===== config.mk =====
export PLATFORM = sky130hd
export DESIGN_NAME = multicycle_alu_flat
export DESIGN_NICKNAME = d
export VERILOG_FILES = /design/src/rtl/alu_pkg.sv /design/src/rtl/multicycle_alu_if.sv /design/src/rtl/alu_iter_muldiv.sv /design/src/rtl/multicycle_alu.sv /design/src/flat_wrapper.sv
export SDC_FILE = /design/constraint.sdc
export NUM_CORES = 1
export LEC_CHECK = 0
export BUFFER_PORTS_ARGS = -buffer_cell sky130_fd_sc_hd__buf_2
export CORE_MARGIN = 4
export CORE_UTILIZATION = 35
export CTS_BUF_LIST = sky130_fd_sc_hd__clkbuf_8
export DETAILED_ROUTE_END_ITERATION = 10
export PLACE_DENSITY = 0.55
export SLEW_MARGIN = 30
export SYNTH_ARGS = -nofsm -noshare
export SYNTH_HDL_FRONTEND = slang
export SYNTH_HIERARCHICAL = 1
export SYNTH_SLANG_ARGS = --single-unit

===== constraint.sdc =====
create_clock -name Clock -period 7.3 [get_ports Clock]
set_clock_uncertainty 0.1 [all_clocks]
set_input_delay 1.095 -clock Clock [delete_from_list [all_inputs] [get_ports Clock]]
set_output_delay 1.095 -clock Clock [all_outputs]
set_load 0.05 [all_outputs]

===== src/rtl/alu_pkg.sv =====
// Shared opcodes, FSM state type and opcode classification for multicycle_alu.
package alu_pkg;

    localparam int unsigned OP_AND  = 0;
    localparam int unsigned OP_OR   = 1;
    localparam int unsigned OP_ADD  = 2;
    localparam int unsigned OP_SLL  = 3;
    localparam int unsigned OP_SRL  = 4;
    localparam int unsigned OP_SRA  = 5;
    localparam int unsigned OP_SUB  = 6;
    localparam int unsigned OP_SLTU = 7;
    localparam int unsigned OP_MUL  = 8;
    localparam int unsigned OP_DIVU = 9;
    localparam int unsigned OP_REMU = 10;
    localparam int unsigned OP_NOR  = 12;
    localparam int unsigned OP_SLT  = 13;

    typedef enum logic [1:0] {IDLE, BUSY, DONE} alu_state_e;

    function automatic logic is_multicycle(input int unsigned op);
        return (op == OP_MUL) || (op == OP_DIVU) || (op == OP_REMU);
    endfunction

endpackage


===== src/rtl/multicycle_alu_if.sv =====
// Operand/result handshake bundle between the register-read stage, the ALU and writeback.
interface multicycle_alu_if #(
    parameter int unsigned WIDTH  = 32,
    parameter int unsigned CTRL_W = 4
);
    logic [CTRL_W-1:0] Control;
    logic [WIDTH-1:0]  Input1;
    logic [WIDTH-1:0]  Input2;
    logic              In_valid;
    logic              In_ready;
    logic [WIDTH-1:0]  Out;
    logic              Zero;
    logic              Overflow;
    logic              Illegal;
    logic              Out_valid;
    logic              Out_ready;

    modport master (
        output Control, Input1, Input2, In_valid, Out_ready,
        input  In_ready, Out, Zero, Overflow, Illegal, Out_valid
    );

    modport slave (
        input  Control, Input1, Input2, In_valid, Out_ready,
        output In_ready, Out, Zero, Overflow, Illegal, Out_valid
    );
endinterface


===== src/rtl/alu_iter_muldiv.sv =====
// Iterative MUL (low half) / DIVU / REMU: one shift-add or restoring step per cycle, WIDTH steps.
// Only instantiated when ALU_MULDIV_EN is defined.
module alu_iter_muldiv
    import alu_pkg::*;
#(
    parameter int unsigned WIDTH  = 32,
    parameter int unsigned CTRL_W = 4
) (
    input  logic              clk,
    input  logic              rst_n,
    input  logic              start,
    input  logic [CTRL_W-1:0] op,
    input  logic [WIDTH-1:0]  a,
    input  logic [WIDTH-1:0]  b,
    output logic              done,
    output logic [WIDTH-1:0]  result
);
    localparam int unsigned CNT_W = $clog2(WIDTH);

    logic              run_q;
    logic              done_q;
    logic [CNT_W-1:0]  cnt_q;
    logic [CTRL_W-1:0] op_q;
    logic [WIDTH-1:0]  x_q;    // multiplicand, or dividend shifting out / quotient shifting in
    logic [WIDTH-1:0]  y_q;    // multiplier, or divisor
    logic [WIDTH-1:0]  acc_q;  // product, or partial remainder

    logic              is_mul;
    logic [WIDTH:0]    trial;
    logic              ge;
    logic [WIDTH-1:0]  diff;

    always_comb begin
        is_mul = (32'(op_q) == OP_MUL);
        trial  = {acc_q, x_q[WIDTH-1]};
        ge     = (trial >= {1'b0, y_q});
        // When ge holds the true difference is below the divisor, so the low bits suffice.
        diff   = trial[WIDTH-1:0] - y_q;
    end

    always_ff @(posedge clk) begin
        if (!rst_n) begin
            run_q  <= 1'b0;
            done_q <= 1'b0;
            cnt_q  <= '0;
            op_q   <= '0;
            x_q    <= '0;
            y_q    <= '0;
            acc_q  <= '0;
        end else begin
            done_q <= 1'b0;
            if (start) begin
                run_q <= 1'b1;
                cnt_q <= '0;
                op_q  <= op;
                x_q   <= a;
                y_q   <= b;
                acc_q <= '0;
            end else if (run_q) begin
                if (is_mul) begin
                    if (y_q[0]) begin
                        acc_q <= acc_q + x_q;
                    end
                    x_q <= x_q << 1;
                    y_q <= y_q >> 1;
                end else begin
                    acc_q <= ge ? diff : trial[WIDTH-1:0];
                    x_q   <= {x_q[WIDTH-2:0], ge};
                end
                cnt_q <= cnt_q + 1'b1;
                if (cnt_q == CNT_W'(WIDTH - 1)) begin
                    run_q  <= 1'b0;
                    done_q <= 1'b1;
                end
            end
        end
    end

    assign done   = done_q;
    assign result = (32'(op_q) == OP_DIVU) ? x_q : acc_q;

endmodule


===== src/rtl/multicycle_alu.sv =====
// Registered ALU with valid/ready handshakes. Define ALU_MULDIV_EN to build the iterative
// MUL/DIVU/REMU unit; otherwise opcodes 8/9/10 report Illegal at single-cycle latency.
module multicycle_alu
    import alu_pkg::*;
#(
    parameter int unsigned WIDTH  = 32,
    parameter int unsigned CTRL_W = 4
) (
    input  logic              Clock,
    input  logic              Reset_n,
    multicycle_alu_if.slave   alu
);
    localparam int unsigned SH_W = $clog2(WIDTH);

    alu_state_e       state_q, state_d;
    logic [WIDTH-1:0] out_q;
    logic             zero_q, ovf_q, illegal_q;

    logic [WIDTH-1:0] a, b, sum, diff, sc_res;
    logic [SH_W-1:0]  shamt;
    logic             sc_ovf, sc_ill;
    int unsigned      op;
    logic             accept, start_md;

    assign a      = alu.Input1;
    assign b      = alu.Input2;
    assign op     = 32'(alu.Control);
    assign shamt  = b[SH_W-1:0];
    assign sum    = a + b;
    assign diff   = a - b;
    assign accept = (state_q == IDLE) && alu.In_valid;

`ifdef ALU_MULDIV_EN
    logic             md_done;
    logic [WIDTH-1:0] md_res;

    assign start_md = accept && is_multicycle(op);

    alu_iter_muldiv #(
        .WIDTH  (WIDTH),
        .CTRL_W (CTRL_W)
    ) u_muldiv (
        .clk    (Clock),
        .rst_n  (Reset_n),
        .start  (start_md),
        .op     (alu.Control),
        .a      (a),
        .b      (b),
        .done   (md_done),
        .result (md_res)
    );
`else
    assign start_md = 1'b0;
`endif

    // Single-cycle datapath; anything not decoded here (incl. 8/9/10 without muldiv) is illegal.
    always_comb begin
        sc_res = '0;
        sc_ovf = 1'b0;
        sc_ill = 1'b0;
        case (op)
            OP_AND:  sc_res = a & b;
            OP_OR:   sc_res = a | b;
            OP_NOR:  sc_res = ~(a | b);
            OP_ADD: begin
                sc_res = sum;
                sc_ovf = (a[WIDTH-1] == b[WIDTH-1]) && (sum[WIDTH-1] != a[WIDTH-1]);
            end
            OP_SUB: begin
                sc_res = diff;
                sc_ovf = (a[WIDTH-1] != b[WIDTH-1]) && (diff[WIDTH-1] != a[WIDTH-1]);
            end
            OP_SLL:  sc_res = a << shamt;
            OP_SRL:  sc_res = a >> shamt;
            OP_SRA:  sc_res = $signed(a) >>> shamt;
            OP_SLTU: sc_res = {{(WIDTH-1){1'b0}}, (a < b)};
            OP_SLT:  sc_res = {{(WIDTH-1){1'b0}}, ($signed(a) < $signed(b))};
            default: sc_ill = 1'b1;
        endcase
    end

    always_ff @(posedge Clock) begin
        if (!Reset_n) begin
            state_q <= IDLE;
        end else begin
            state_q <= state_d;
        end
    end

    always_comb begin
        state_d = state_q;
        case (state_q)
            IDLE: begin
                if (alu.In_valid) begin
                    state_d = start_md ? BUSY : DONE;
                end
            end
            BUSY: begin
`ifdef ALU_MULDIV_EN
                if (md_done) begin
                    state_d = DONE;
                end
`else
                state_d = IDLE;
`endif
            end
            DONE: begin
                if (alu.Out_ready) begin
                    state_d = IDLE;
                end
            end
            default: state_d = IDLE;
        endcase
    end

    always_ff @(posedge Clock) begin
        if (!Reset_n) begin
            out_q     <= '0;
            zero_q    <= 1'b0;
            ovf_q     <= 1'b0;
            illegal_q <= 1'b0;
        end else if (accept && !start_md) begin
            out_q     <= sc_res;
            zero_q    <= (sc_res == '0);
            ovf_q     <= sc_ovf;
            illegal_q <= sc_ill;
`ifdef ALU_MULDIV_EN
        end else if ((state_q == BUSY) && md_done) begin
            out_q     <= md_res;
            zero_q    <= (md_res == '0);
            ovf_q     <= 1'b0;
            illegal_q <= 1'b0;
`endif
        end
    end

    always_comb begin
        alu.In_ready  = (state_q == IDLE);
        alu.Out_valid = (state_q == DONE);
        alu.Out       = out_q;
        alu.Zero      = zero_q;
        alu.Overflow  = ovf_q;
        alu.Illegal   = illegal_q;
    end

endmodule

===== src/flat_wrapper.sv =====
// flat-port wrapper written by rule: the top's interface ports become plain ports
module multicycle_alu_flat import alu_pkg::*;
#(
    parameter int unsigned WIDTH  = 32,
    parameter int unsigned CTRL_W = 4
)
  (Clock, Reset_n, alu_Control, alu_Input1, alu_Input2, alu_In_valid, alu_Out_ready, alu_In_ready, alu_Out, alu_Zero, alu_Overflow, alu_Illegal, alu_Out_valid);
  multicycle_alu_if #(.WIDTH(WIDTH), .CTRL_W(CTRL_W)) alu_i ();
  input  logic Clock;
  input  logic Reset_n;
  input wire logic [$bits(alu_i.Control)-1:0] alu_Control;
  input wire logic [$bits(alu_i.Input1)-1:0] alu_Input1;
  input wire logic [$bits(alu_i.Input2)-1:0] alu_Input2;
  input wire logic [$bits(alu_i.In_valid)-1:0] alu_In_valid;
  input wire logic [$bits(alu_i.Out_ready)-1:0] alu_Out_ready;
  output wire logic [$bits(alu_i.In_ready)-1:0] alu_In_ready;
  output wire logic [$bits(alu_i.Out)-1:0] alu_Out;
  output wire logic [$bits(alu_i.Zero)-1:0] alu_Zero;
  output wire logic [$bits(alu_i.Overflow)-1:0] alu_Overflow;
  output wire logic [$bits(alu_i.Illegal)-1:0] alu_Illegal;
  output wire logic [$bits(alu_i.Out_valid)-1:0] alu_Out_valid;
  assign alu_i.Control = alu_Control;
  assign alu_i.Input1 = alu_Input1;
  assign alu_i.Input2 = alu_Input2;
  assign alu_i.In_valid = alu_In_valid;
  assign alu_i.Out_ready = alu_Out_ready;
  assign alu_In_ready = alu_i.In_ready;
  assign alu_Out = alu_i.Out;
  assign alu_Zero = alu_i.Zero;
  assign alu_Overflow = alu_i.Overflow;
  assign alu_Illegal = alu_i.Illegal;
  assign alu_Out_valid = alu_i.Out_valid;
  multicycle_alu #(.WIDTH(WIDTH), .CTRL_W(CTRL_W)) u_core (.Clock(Clock), .Reset_n(Reset_n), .alu(alu_i));
endmodule

# After elaboration in Yosys (flattened, before gate mapping)
# Cells that the tools add are included.
# totals
register_bits	37
out_inout_bits	37
input_bits	72
elab_cells	45
# classes
bitwise_logic	3
eq_ne	16
n_addsub	2
n_shift	3
magnitude_cmp	2
n_reduce_logical	8
mux	6
# op_table
operator	n
32-bit case mux with 10 select lines	1
32-bit logical NOT	2
32-bit less-than comparator	2
32-bit adder	1
32-bit AND	1
32-bit inverter	1
32-bit OR	1
32-bit by 5-bit left shift with 32-bit output	1
32-bit by 5-bit >> shifter with 32-bit output	1
32-bit by 5-bit >>> shifter with 32-bit output	1
32-bit subtractor	1
4-bit by 3-bit equality test with 1-bit output, second input constant	4
10-bit OR reduction	1
4-bit by 2-bit equality test with 1-bit output, second input constant	2
4-bit equality test, second input constant	2
4-bit by 1-bit equality test with 1-bit output, second input constant	1
2-bit two-way mux	2
2-bit != test, second input constant	2
2-bit case mux with 2 select lines	1
1-bit logical AND	3
1-bit != test	3
2-bit equality test, second input constant	1
2-bit logical NOT	1
1-bit case mux with 2 select lines	1
3 further kinds	3

# Logic depth before layout (Yosys ltp)
# logic_depth
ltp_word	4
depth_mapped	19
depth_no_buf	15

# Worst setup path after synthesis
# No wires, ideal clock.
# synth_path
kind	input -> register
start	input port alu_Input2[2]
end	register u_core.zero_q, in the netlist u_core/alu.Zero
cell_stages	19
setup_ns	0.059
setup_slack_ns	2.253
n_path_buf	6
arrival_ns	4.888
t_required_ns	7.141
cell_sequence	buf_6 > buf_8 > buf_12 > buf_6 > inv_2 > buf_1 > ha_1 > clkbuf_1 > a211o_1 > a221oi_2 > a211o_1 > a21oi_1 > a311o_1 > a211o_1 > a211oi_1 > and4_1 > and4_1 > and3_1 > a31o_1
# synth_via
elab_chain_len	4
word_cells_on_any_way	12
cone_classes	2 x add/sub; 2 x order compare; 3 x shift; 1 x mux; 3 x bitwise; 1 x reduce/logical
# synth_rtl
item	line_no	rtl
start: declaration	flat_wrapper.sv:13	input wire logic [$bits(alu_i.Input2)-1:0] alu_Input2;
branches (longest 2 deep; another with 32-bit subtractor)	--	
32-bit case mux with 10 select lines *	multicycle_alu.sv:61	case (op)
32-bit logical NOT *	multicycle_alu.sv:124	zero_q <= (sc_res == '0);
end signal: assignment	multicycle_alu.sv:124	
end: declaration	multicycle_alu.sv:17	logic zero_q, ovf_q, illegal_q;
# Every way passes the cells marked *.
# A chain may end at the register's enable or synchronous reset.

# Final worst setup path
# Same ends and word-level chain as after synthesis.

==> impl_metrics.csv <==
group,metric,value,unit
placed_design,portBuffers,108,
power,p_sw_share,54.9,%
min_path,hp-class,"reg2reg",
placed_design,placed_area,11900,um2
global_routing,grt_pass1_vias,12800,
timing,slew_headroom,29.2,%
floorplanning,die_area,35300,um2
yosys,yosysTopAreaCell,"ha_1",
floorplanning,top_level_ports,109,
clock_tree,cts_max_level,2,
yosys,avgSynthCellArea,7.15,um2
layout,multi_input_area,9620,um2
timing,finalCritPeriodShare,75.3,%
setup_path,endpoint_kind,"flop",
drt,firstDrtPassIters,7,
clock_tree,cts.sinks,36,
clock_tree,post_cts_resized,0,
clock_tree,post_cts_buffers,0,
layout,fin_nets,1762,
timing,setup_violations,0,
timing,tightestPinTransition,1.06,ns
clock_tree,cts_hold_buf,0,
setup_path,rrSetupSlack,4.42,ns
power,p_per_area,114,nW/um2
clock_tree,root_buffer,"clkbuf_8",
timing,maxSlewViolCount,0,
global_routing,grt_overflow,0,
clock_tree,path_clk_slew,0.07,ns
yosys,synth_edf_count,0,
placed_design,gp_congestion,1.06,
yosys,syn-num-nets,1757,
timing,final-hold-violation-count,0,
yosys,yosys-top-cells-count,"155 x nor2_1, 144 x nand2_1, 126 x a21oi_1",
drt,drt-initial-drc-count,2215,
clock_tree,cts.path.max_buffers,2,
floorplanning,initial_utilization,35.7,%
floorplanning,core_area,31700,um2
power,clkPwrFrac,12.3,%
yosys,synth_cell_types,92,
timing,min_period,5.50,ns
layout,diodes,0,
yosys,synth_warnings,6,
global_routing,grt_pass1_wl,85500,um
layout,fillers,3453,
floorplanning,die_h,188,um
layout,area_growth,6.51,%
yosys,yosysMostFrequentCell,"nor2_1",
floorplanning,chipWidth,188,um
power,internal_power,0.623,mW
layout,seqCellArea,721,um2
timing,rsz0062_at_grt,"no",
setup_path,worstPathArrival,5.63,ns
power,ir_drop,89.0,uV
clock_tree,clock_latency,0.29,ns
power,seq_power_share,16.1,%
setup_path,start_kind,"input pin",
drt,wire_per_inst,29.2,um
global_routing,grt_use_total,31.0,%
setup_path,cp.required,7.44,ns
yosys,synth_top_area_share,11.1,%
drt,vias_per_cell,6.96,
power,p_comb_share,71.7,%
run,drv_cap,0,
yosys,ys_seq_elements,36,
placed_design,dp_cells,1983,
power,p_leak,4.99,nW
yosys,synth_area,11300,um2
status,run_status,"complete, no violations",
drt,drc,0,
drt,route.vias.total,13900,
setup_path,crit_type,"in2reg",
clock_tree,cts_made_buffers,5,
layout,stdcell_area,12100,um2
layout,instances_no_fill,1991,
timing,fin_tns_setup,0,ns
global_routing,grt_max_degree,73,
yosys,async_reset_ff_share,0,%
power,p_switching,0.758,mW
placed_design,dp_hpwl,44900,um
yosys,ys_seq_area_share,6.37,%
drt,routed_wl,58200,um
layout,drive_above_1_share,14.7,%
clock_tree,cts_tree,"built",
global_routing,antenna_found_initial,2,
yosys,synthTopCellsByArea,"ha_1 11%, mux2i_1 6.5%, dfxtp_1 6.4%",
drt,final_antenna_net_count,0,
timing,fmax,182,MHz
yosys,synthFlopType,"dfxtp_1",
floorplanning,row_count,65,
setup_path,cp_max_fo,36,
yosys,netlist_instances,1583,
==> stage by stage <==
stage	utilization [%]	total power, mW	hold WS, ns	worst slack [ns]
2_1_floorplan	-	0.866	0.571	2.25
3_3_place_gp	37.6	1.18	0.341	1.67
3_5_place_dp	37.6	1.17	0.343	1.64
4_1_cts	38.0	1.35	0.353	1.94
5_1_grt	38.0	1.44	0.374	1.62
6_report	38.0	1.38	0.350	1.80
==> final timing paths <==
kind	startpoint	end	cells past startpoint
setup reg to reg	u_core/state_q[1]	u_core/alu.Zero	9
hold / removal	u_core/alu.Illegal	u_core/alu.Illegal	2
setup / recovery	alu_Input2[2]	u_core/alu.Zero	14
hold reg to reg	u_core/alu.Illegal	u_core/alu.Illegal	2
==> metal layers <==
layer / GRT usage [%] / routed length [um] / up-vias
met5: 0 / 25 / -
met4: 10.1 / 2350 / 4
met2: 48.2 / 25300 / 1004
met3: 3.91 / 6040 / 170
met1: 44.5 / 24500 / 6643
li1: - / - / 6029
==> layout by cell type, fill, tap and decap left out, types with 7 or more instances in the layout <==
cell type  count
inv_1         99
o211ai_1      26
a211o_1       10
o21ai_1        7
mux2i_1       74
xnor2_1       13
a2111oi_0      7
a211oi_1      46
a221oi_1      13
a31oi_1       20
o31ai_1       19
nor3_1        44
o221ai_1      14
o22a_1         9
ha_1         100
o41ai_1        7
o21bai_1      13
buf_4         25
and3_1         9
o21ai_0       71
nand2b_1      15
a21oi_1      126
o2111ai_1      9
o21a_1        10
nor2_1       155
o31a_1        10
dfxtp_1       36
nand4_1       16
nor2b_1       14
mux4_2        32
o22ai_1       31
nor4_1        14
buf_2        106
nand2_1      144
a221o_1       13
nand3_1       30
mux2_2        19
a22oi_1       21
and2_1         7
==> registers in the layout (all words and copies together), names as in the netlist <==
name / count
u_core/alu.Overflow: 1
u_core/state_q: 1
u_core/alu.Illegal: 1
u_core/alu.Out: 32
u_core/alu.Zero: 1
==> logic make-up after synthesis <==
| kind of cell | share of synthesized area (%) |
|---|---|
| xor+xnor | 1.24 |
| mux | 16.4 |
| compound gates | 34.3 |
| simple gates | 21.1 |
| fa+ha+maj | 11.4 |
| flops | 6.37 |
| buf+inv | 9.18 |
==> area by class of cell <==
| class | count | area share [%] |
|---|---|---|
| Clock buffer | 5 | 0.571 |
| Multi-Input combinational cell | 1309 | 79.7 |
| Sequential cell | 36 | 5.98 |
| Timing Repair Buffer | 131 | 5.96 |
| Tap cell | 402 | 4.17 |
| Clock inverter | 3 | 0.322 |
| Inverter | 105 | 3.27 |
==> worst max-delay path, stage by stage <==
cell and delay [ns]:
buf_4 0.40, inv_2 0.35, ha_1 0.53, a211o_1 0.22
a221oi_2 0.12, a2111oi_1 0.86, nor2_1 0.26, o31ai_1 0.51
o221a_2 0.28, o21ai_0 0.11, nor4_1 0.32, and4_1 0.27
and3_1 0.17, a31o_1 0.13
==> power by group through the flow <==
stage | logic (mW) | clock network [mW] | registers (mW)
after global routing | 1.04 | 0.183 | 0.224
after floorplan | 0.582 | 0 | 0.284
after detailed placement | 0.947 | 0 | 0.226
after CTS | 0.951 | 0.175 | 0.222
after global placement | 0.951 | 0 | 0.226
final | 0.990 | 0.169 | 0.222
Power figures use the tool's default switching activity.
